--- src/rtl/imm_stage_if.sv ---
// Handshake bundle for imm_stage: fetch-side beat in, decoded immediate beat out.
// The slave modport is the stage itself; the master modport is its environment.
interface imm_stage_if #(
  parameter int unsigned XLEN = 32
);
  logic            valid_i;
  logic            ready_o;
  logic [31:0]     instr_i;
  logic [XLEN-1:0] pc_i;
  logic            valid_o;
  logic            ready_i;
  logic [XLEN-1:0] imm_o;
  logic [2:0]      fmt_o;
  logic [XLEN-1:0] target_o;
  logic            illegal_o;

  modport slave (
    input  valid_i, instr_i, pc_i, ready_i,
    output ready_o, valid_o, imm_o, fmt_o, target_o, illegal_o
  );

  modport master (
    output valid_i, instr_i, pc_i, ready_i,
    input  ready_o, valid_o, imm_o, fmt_o, target_o, illegal_o
  );
endinterface

--- src/rtl/imm_stage.sv ---
// Immediate-generation stage: decodes the RV immediate and PC-relative target on the
// input side, then buffers results in a 2-slot (OUT + SKID) valid/ready pipeline.
module imm_stage #(
  parameter int unsigned XLEN     = 32,
  parameter int unsigned EN_W_OPS = 0
) (
  input  logic        clk_i,
  input  logic        rstn_i,
  input  logic        flush_i,
  imm_stage_if.slave  bus
);

  typedef enum logic [1:0] {ST_EMPTY, ST_ONE, ST_TWO} state_t;

  typedef enum logic [2:0] {
    FMT_NONE = 3'd0,
    FMT_I    = 3'd1,
    FMT_S    = 3'd2,
    FMT_B    = 3'd3,
    FMT_U    = 3'd4,
    FMT_J    = 3'd5,
    FMT_Z    = 3'd6
  } fmt_t;

  typedef struct packed {
    logic [XLEN-1:0] imm;
    logic [XLEN-1:0] target;
    fmt_t            fmt;
    logic            illegal;
  } beat_t;

  localparam bit W_OPS_LEGAL = (XLEN == 64) && (EN_W_OPS == 1);

  logic [31:0]     w_instr;
  logic [6:0]      w_opcode;
  fmt_t            w_fmt;
  logic            w_illegal;
  logic [31:0]     w_imm32;
  logic [XLEN-1:0] w_imm;
  beat_t           w_beat;

  state_t r_state, w_state_nxt;
  beat_t  r_out, w_out_nxt;
  beat_t  r_skid, w_skid_nxt;
  logic   r_valid;
  logic   r_ready;
  logic   w_acc;
  logic   w_drn;

  assign w_instr  = bus.instr_i;
  assign w_opcode = w_instr[6:0];

  always_comb begin
    w_fmt     = FMT_NONE;
    w_illegal = 1'b0;
    case (w_opcode)
      7'b0010011, 7'b0000011, 7'b1100111: w_fmt = FMT_I;
      7'b0100011:                         w_fmt = FMT_S;
      7'b1100011:                         w_fmt = FMT_B;
      7'b0110111, 7'b0010111:             w_fmt = FMT_U;
      7'b1101111:                         w_fmt = FMT_J;
      7'b1110011:                         w_fmt = w_instr[14] ? FMT_Z : FMT_NONE;
      7'b0011011: begin
        if (W_OPS_LEGAL) w_fmt = FMT_I;
        else             w_illegal = 1'b1;
      end
      default:                            w_illegal = 1'b1;
    endcase
  end

  // Every format is built as a 32-bit signed value first; only Z is zero-based,
  // so one sign-extending cast covers both XLEN widths.
  always_comb begin
    w_imm32 = '0;
    case (w_fmt)
      FMT_I: w_imm32 = {{20{w_instr[31]}}, w_instr[31:20]};
      FMT_S: w_imm32 = {{20{w_instr[31]}}, w_instr[31:25], w_instr[11:7]};
      FMT_B: w_imm32 = {{19{w_instr[31]}}, w_instr[31], w_instr[7],
                        w_instr[30:25], w_instr[11:8], 1'b0};
      FMT_U: w_imm32 = {w_instr[31:12], 12'b0};
      FMT_J: w_imm32 = {{11{w_instr[31]}}, w_instr[31], w_instr[19:12],
                        w_instr[20], w_instr[30:21], 1'b0};
      FMT_Z: w_imm32 = {27'b0, w_instr[19:15]};
      default: w_imm32 = '0;
    endcase
  end

  assign w_imm = XLEN'($signed(w_imm32));

  always_comb begin
    w_beat         = '0;
    w_beat.imm     = w_imm;
    w_beat.target  = bus.pc_i + w_imm;
    w_beat.fmt     = w_fmt;
    w_beat.illegal = w_illegal;
  end

  assign w_acc = bus.valid_i & r_ready & ~flush_i;
  assign w_drn = r_valid & bus.ready_i;

  always_comb begin
    w_state_nxt = r_state;
    w_out_nxt   = r_out;
    w_skid_nxt  = r_skid;
    if (flush_i) begin
      w_state_nxt = ST_EMPTY;
    end else begin
      case (r_state)
        ST_EMPTY: begin
          if (w_acc) begin
            w_out_nxt   = w_beat;
            w_state_nxt = ST_ONE;
          end
        end
        ST_ONE: begin
          if (w_acc && w_drn) begin
            w_out_nxt = w_beat;
          end else if (w_acc) begin
            w_skid_nxt  = w_beat;
            w_state_nxt = ST_TWO;
          end else if (w_drn) begin
            w_state_nxt = ST_EMPTY;
          end
        end
        ST_TWO: begin
          if (w_drn) begin
            w_out_nxt   = r_skid;
            w_state_nxt = ST_ONE;
          end
        end
        default: w_state_nxt = ST_EMPTY;
      endcase
    end
  end

  // valid/ready are decoded from the next state so both leave directly from flops.
  always_ff @(posedge clk_i or negedge rstn_i) begin
    if (!rstn_i) begin
      r_state <= ST_EMPTY;
      r_valid <= 1'b0;
      r_ready <= 1'b1;
      r_out   <= '0;
      r_skid  <= '0;
    end else begin
      r_state <= w_state_nxt;
      r_valid <= (w_state_nxt != ST_EMPTY);
      r_ready <= (w_state_nxt != ST_TWO);
      r_out   <= w_out_nxt;
      r_skid  <= w_skid_nxt;
    end
  end

  assign bus.valid_o   = r_valid;
  assign bus.ready_o   = r_ready;
  assign bus.imm_o     = r_out.imm;
  assign bus.target_o  = r_out.target;
  assign bus.fmt_o     = r_out.fmt;
  assign bus.illegal_o = r_out.illegal;

endmodule

--- src/flat_wrapper.sv ---
// flat-port wrapper written by rule: the top's interface ports become plain ports
module imm_stage_flat 
#(
  parameter int unsigned XLEN     = 32,
  parameter int unsigned EN_W_OPS = 0
)
  (clk_i, rstn_i, flush_i, bus_valid_i, bus_instr_i, bus_pc_i, bus_ready_i, bus_ready_o, bus_valid_o, bus_imm_o, bus_fmt_o, bus_target_o, bus_illegal_o);
  imm_stage_if #(.XLEN(XLEN)) bus_i ();
  input  logic clk_i;
  input  logic rstn_i;
  input  logic flush_i;
  input wire logic [$bits(bus_i.valid_i)-1:0] bus_valid_i;
  input wire logic [$bits(bus_i.instr_i)-1:0] bus_instr_i;
  input wire logic [$bits(bus_i.pc_i)-1:0] bus_pc_i;
  input wire logic [$bits(bus_i.ready_i)-1:0] bus_ready_i;
  output wire logic [$bits(bus_i.ready_o)-1:0] bus_ready_o;
  output wire logic [$bits(bus_i.valid_o)-1:0] bus_valid_o;
  output wire logic [$bits(bus_i.imm_o)-1:0] bus_imm_o;
  output wire logic [$bits(bus_i.fmt_o)-1:0] bus_fmt_o;
  output wire logic [$bits(bus_i.target_o)-1:0] bus_target_o;
  output wire logic [$bits(bus_i.illegal_o)-1:0] bus_illegal_o;
  assign bus_i.valid_i = bus_valid_i;
  assign bus_i.instr_i = bus_instr_i;
  assign bus_i.pc_i = bus_pc_i;
  assign bus_i.ready_i = bus_ready_i;
  assign bus_ready_o = bus_i.ready_o;
  assign bus_valid_o = bus_i.valid_o;
  assign bus_imm_o = bus_i.imm_o;
  assign bus_fmt_o = bus_i.fmt_o;
  assign bus_target_o = bus_i.target_o;
  assign bus_illegal_o = bus_i.illegal_o;
  imm_stage #(.XLEN(XLEN), .EN_W_OPS(EN_W_OPS)) u_core (.clk_i(clk_i), .rstn_i(rstn_i), .flush_i(flush_i), .bus(bus_i));
endmodule
--- config.mk ---
export PLATFORM = sky130hd
export DESIGN_NAME = imm_stage_flat
export DESIGN_NICKNAME = d
export VERILOG_FILES = /design/src/rtl/imm_stage_if.sv /design/src/rtl/imm_stage.sv /design/src/flat_wrapper.sv
export SDC_FILE = /design/constraint.sdc
export NUM_CORES = 1
export LEC_CHECK = 0
export ABC_CLOCK_PERIOD_IN_PS = 2600
export CORE_ASPECT_RATIO = 0.5
export CORE_MARGIN = 5
export CORE_UTILIZATION = 50
export DETAILED_ROUTE_END_ITERATION = 6
export GPL_TIMING_DRIVEN = 0
export PLACE_DENSITY_LB_ADDON = 0.2
export SETUP_SLACK_MARGIN = 0.1
export SLEW_MARGIN = 20
export SYNTH_ARGS = -nofsm -noshare
export SYNTH_HDL_FRONTEND = slang
export SYNTH_SLANG_ARGS = --single-unit
--- constraint.sdc ---
create_clock -name clk_i -period 2.6 [get_ports clk_i]
set_input_delay 0.52 -clock clk_i [delete_from_list [all_inputs] [get_ports clk_i]]
set_output_delay 0.52 -clock clk_i [all_outputs]
set_load 0.02 [all_outputs]
After elaboration in Yosys (flattened, before gate mapping)
Index checks and enable logic that the tools add are counted.

cells by class
  add/sub/neg operators = 1
  equality and inequality tests = 21
  multiplexer cells = 15
  bitwise gates (word level) = 5
  reduce and logical (&&, ||, !) cells = 9

operator list
  kind                                                                      count
  68-bit two-way mux                                                        3
  68-bit one-hot mux with 3 select lines                                    1
  32-bit one-hot mux with 6 select lines                                    1
  32-bit adder                                                              1
  7-bit == test (second input constant)                                     4
  3-bit one-hot mux with 6 select lines                                     1
  7-bit by 5-bit == test with 1-bit output (second input constant)          2
  7-bit by 6-bit == test with 1-bit output (second input constant)          2
  2-bit two-way mux                                                         6
  3-bit == test (second input constant)                                     3
  9-bit OR reduction                                                        1
  7-bit by 2-bit == test with 1-bit output (second input constant)          1
  3-bit by 2-bit == test with 1-bit output (second input constant)          2
  2-bit by 1-bit inequality test with 1-bit output (second input constant)  3
  2-bit one-hot mux with 3 select lines                                     1
  5-bit AND reduction                                                       1
  4-bit AND reduction                                                       1
  1-bit AND                                                                 3
  3-bit by 1-bit == test with 1-bit output (second input constant)          1
  3-bit two-way mux                                                         1
  3-bit nonzero test                                                        1
  3-bit OR reduction                                                        1
  2-bit by 1-bit == test with 1-bit output (second input constant)          1
  2-bit == test (second input constant)                                     1
  other kinds (7)                                                           8

storage, ports and cells
  register bits after elaboration = 140
  input port bits = 69
  logic and storage cells = 62

Depth between registers and ports, before layout
  word-level depth = 8
  mapped depth = 19

Worst setup path after synthesis
Ideal clock, no wire load.

  path kind = input-to-reg
  start point = input port bus_instr_i[2]
  end point = register u_core.r_out, in the netlist u_core.bus.target_o[29]
  library setup time = 0.065 ns
  arrival = 3.857 ns
  slack = -1.322 ns
  cell stages on the path = 18
  buffers on the path = 2
  cells stage by stage = nor2b_1 -> nor2b_1 -> and4_1 -> or3_4 -> and2_1 -> buf_2 -> a21oi_1 -> inv_1 -> ha_1 -> clkbuf_1 -> nand3_1 -> or3_1 -> a311o_1 -> a31oi_2 -> a221oi_2 -> xor2_1 -> o21ai_1 -> o21a_1

RTL lines
  item                    line                text
  start: declaration      flat_wrapper.sv:13  input wire logic [$bits(bus_i.instr_i)-1:0] bus_instr_i;
  end signal: assignment  imm_stage.sv:148    r_out <= w_out_nxt;
  end: declaration        imm_stage.sv:43     beat_t r_out, w_out_nxt;

==> results.toml <==
[status]
outcome = "finished with violations"
violations = "design-rule violations, negative setup slack"

[cts]
clk_path_buf_depth = 2
root_buffer = "clkbuf_16"
cts_tree = "done"
cts.sinks = 140
cts_buffers = 17
clock_latency_ns = 0.42
h-tree-depth = 4
clk_pin_slew_ns = 0.07

[yosys]
synthMuxAreaShare_pct = 4.87
synth_largest_area_cell = "dfrtp_1"
avgSynthCellArea_um2 = 8.70
synth-async-reset-ratio_pct = 100
synth_edf_count = 0
synth_common_cells = "144 x nand2_1, 139 x dfrtp_1, 104 x a21oi_1"
netlist_area_um2 = 7880
synthAdderAreaFrac_pct = 5.18
syn-num-nets = 1007
synth-xor-area-share_pct = 3.11
synth_cell_types = 63
yosys_warnings = 0
synth_flop_cell = "dfrtp_1"
synth-seq-cells = 140
ys_seq_area_share_pct = 44.5
synthCells = 906
synth_top_area_share_pct = 44.1
synth.most_common_cell = "nand2_1"
synthSimpleGateAreaFrac_pct = 16.5
synth_top_family_by_area = "compound AO/OA/AOI/OAI gates"
ys_top_cells_by_area = "dfrtp_1 44%, nand2_1 6.9%, a21oi_1 6.6%"
synth_compound_area_share_pct = 21.6

[power_and_ir_drop]
power.switching_w = 0.00236
max-vdd-ir-drop_v = 0.000438
p_seq_share_pct = 38.2
switching_share_pct = 31.9
combPwrFrac_pct = 25.7
p_int_w = 0.00503
power.leakage_nw = 5.34
power_frac_clock_pct = 36.0
power_density_nw_per_um2 = 621

[floorplanning]
die_h_um = 98.8
coreArea_um2 = 15400
die_area_um2 = 18500
initial_core_util_pct = 51.1
ios = 139
rows = 32
die_x_um = 188

[job]
maxCapViolCount = 0

[timing]
finalSetupViolations = 60
fin_worst_skew_ns = 0.00941
whs_ns = 0.476
worst_slack_ns = -1.30
drv_slew = 0
worstMarginPinSlew_ns = 0.810
setup_tns_ns = -55.48
rsz0062_at_grt = "yes"
min_period_ns = 3.90
finalHoldViolations = 0
fmax_mhz = 257
finalCritPeriodShare_pct = 150
relSlewSlack_pct = 46.0

[global_route]
grt_max_degree = 100
use_met2_pct = 49.0
busiest_layer = "met2"
met1_usage_pct = 42.9
grt_usage_pct = 31.0
grt_first_pass_wirelength_mm = 45.2
globalRouteMet3Util_pct = 7.15
grt_antenna_before_repair = 0
grt_overflow = 0
grt_pass1_vias = 8150

[critical_path]
crit_path_cell_trace = "buf_8 -> and3b_2 -> nand2_4 -> nor4_4 -> nor4_4 -> a222oi_1 -> buf_4 -> inv_4 -> ha_4 -> nand2_1 -> or3_4 -> a211o_1 -> a311o_1 -> a31oi_4 -> a221oi_2 -> xor2_1 -> o21ai_2 -> o21a_1"
critPathMaxStageDelay_ns = 0.42
cp-end-kind = "flop"
cpMaxStageDelayCell = "a311o_1"
rrSetupSlack_ns = 0.21
r2r-end = "u_core.bus.imm_o[30]"
rr_startpoint = "u_core.r_state[1]"
reg2regPathDepth = 6
worst_ep_required_time_ns = 2.97
path_max_fanout = 4
start_kind = "primary input"
path_common_cell = "nor4_4"
cp.arrival_ns = 4.26
critPathKind = "in2reg"

[finish]
diodes = 0
final_layout_size_suffix_gt1_share_pct = 28.9
finalNonFillerCells = 1354
nNetsFinal = 1239
postLayoutCellArea_um2 = 11900
area_growth_pct = 51.1

[placed_design]
hpwlAfterDp_mm = 19.5
dp_cells = 1249
globalplace.congestion = 0.951
place_area_um2 = 9730
portBuffers = 138

[worst_hold_path]
min_to = "u_core.bus.target_o[23]"
min_from = "u_core.bus.target_o[23]"
min_path_type = "reg2reg"
min_path_cells = 2

[route]
detail-route-antenna-nets = 0
wl_per_cell_um = 22.7
first_pass_iters = 7
drc = 10
drt_iter0_drc = 945
totalWireLength_mm = 30.7
num_vias = 8355
viasPerCell = 6.17
layer usage:
metal,up-vias,wire length [um]
met1,4111,13000
met4,0,1020
li1,3627,-
met3,97,2920
met2,520,13700
met5,-,0
area by class of cell:
cell class	count	area, um2
fillers	1023	3510
clock buffers	18	439
well taps	204	255
plain buffers	47	231
flip-flops and latches	140	3500
repair buffers	218	2100
clock inverters	13	181
inverters	33	131
multi-input cells	681	5060
flip-flops by register name (all words and copies together), names as in the netlist:
register	cells
u_core.bus.imm_o	32
u_core.bus.target_o	32
u_core.bus.fmt_o	3
u_core.bus.illegal_o	1
u_core.r_skid	68
u_core.r_state	2
u_core.bus.valid_o	1
u_core.bus.ready_o	1
cells in the final DEF (no fill, tap or decap), drive strengths merged, types with 3 or more instances in the layout:
cell type      count
clkdlybuf4s50    129
o21a              10
and2              10
nand4              5
ha                31
dfrtp            139
nand2            144
bufinv             3
xnor2             20
or3                3
xor2               8
inv               38
buf               95
nor3               9
and3               6
o31ai              3
nor2              87
mux2i              8
a222oi             4
a221oi             3
o21bai             4
or2                3
nand3             12
a31oi             18
mux2              27
a21oi            105
o211ai             3
nand2b             4
a21o              17
a211oi             6
nor2b              6
clkbuf            57
o21ai            104
clkinv             4
kinds of logic (layout without fill, tap and decap cells):
group / count (synthesis) / after routing
DFF: 140 / 140
and+or+nand+nor: 297 / 297
buffers and inverters: 85 / 329
adders and majority gates: 32 / 32
xor gates and xnor gates: 28 / 28
AOI/OAI and AO/OA: 289 / 289
muxes: 35 / 35
repair_timing:
action,CTS,global route
pin swaps,98,63
hold buffers,1,0
hold endpoints to repair,35,0
endpoints found under the setup margin,94,101
gates resized for setup,200,66
buffers inserted,57,25
power groups by stage:
stage                     clock [W]  combinational [W]  sequential (W)
final                       0.00266            0.00190         0.00283
after global routing        0.00276            0.00202         0.00287
after CTS                   0.00265            0.00180         0.00280
after detailed placement          0            0.00163         0.00284
after global placement            0            0.00160         0.00282
after floorplan                   0           0.000681         0.00301
worst max path at each step:
stage                               to  depth (start not counted)      startpoint
6_report       u_core.bus.target_o[29]                         18  bus_instr_i[3]
5_1_grt        u_core.bus.target_o[29]                         18  bus_instr_i[3]
4_1_cts        u_core.bus.target_o[29]                         18  bus_instr_i[3]
3_5_place_dp   u_core.bus.target_o[29]                         17  bus_instr_i[2]
3_3_place_gp         u_core.r_skid[54]                          1          rstn_i
2_1_floorplan  u_core.bus.target_o[29]                         16  bus_instr_i[3]
worst max-delay path: cells and delay by family:
kind | cells | cell delay, ns
buf+inv | 3 | 0.36
simple gates | 6 | 1.21
fa+ha+maj | 1 | 0.27
compound gates | 7 | 1.71
xor+xnor | 1 | 0.18
stage by stage:
stage,power [W],worst slack [ns],util [%]
after CTS,0.00726,-1.20,74.7
after global routing,0.00765,-1.44,77.2
after floorplan,0.00369,-1.18,-
final,0.00739,-1.30,77.2
after detailed placement,0.00446,-2.81,63.1
after global placement,0.00442,-4.59,62.9
(Power assumes the default switching activity.)
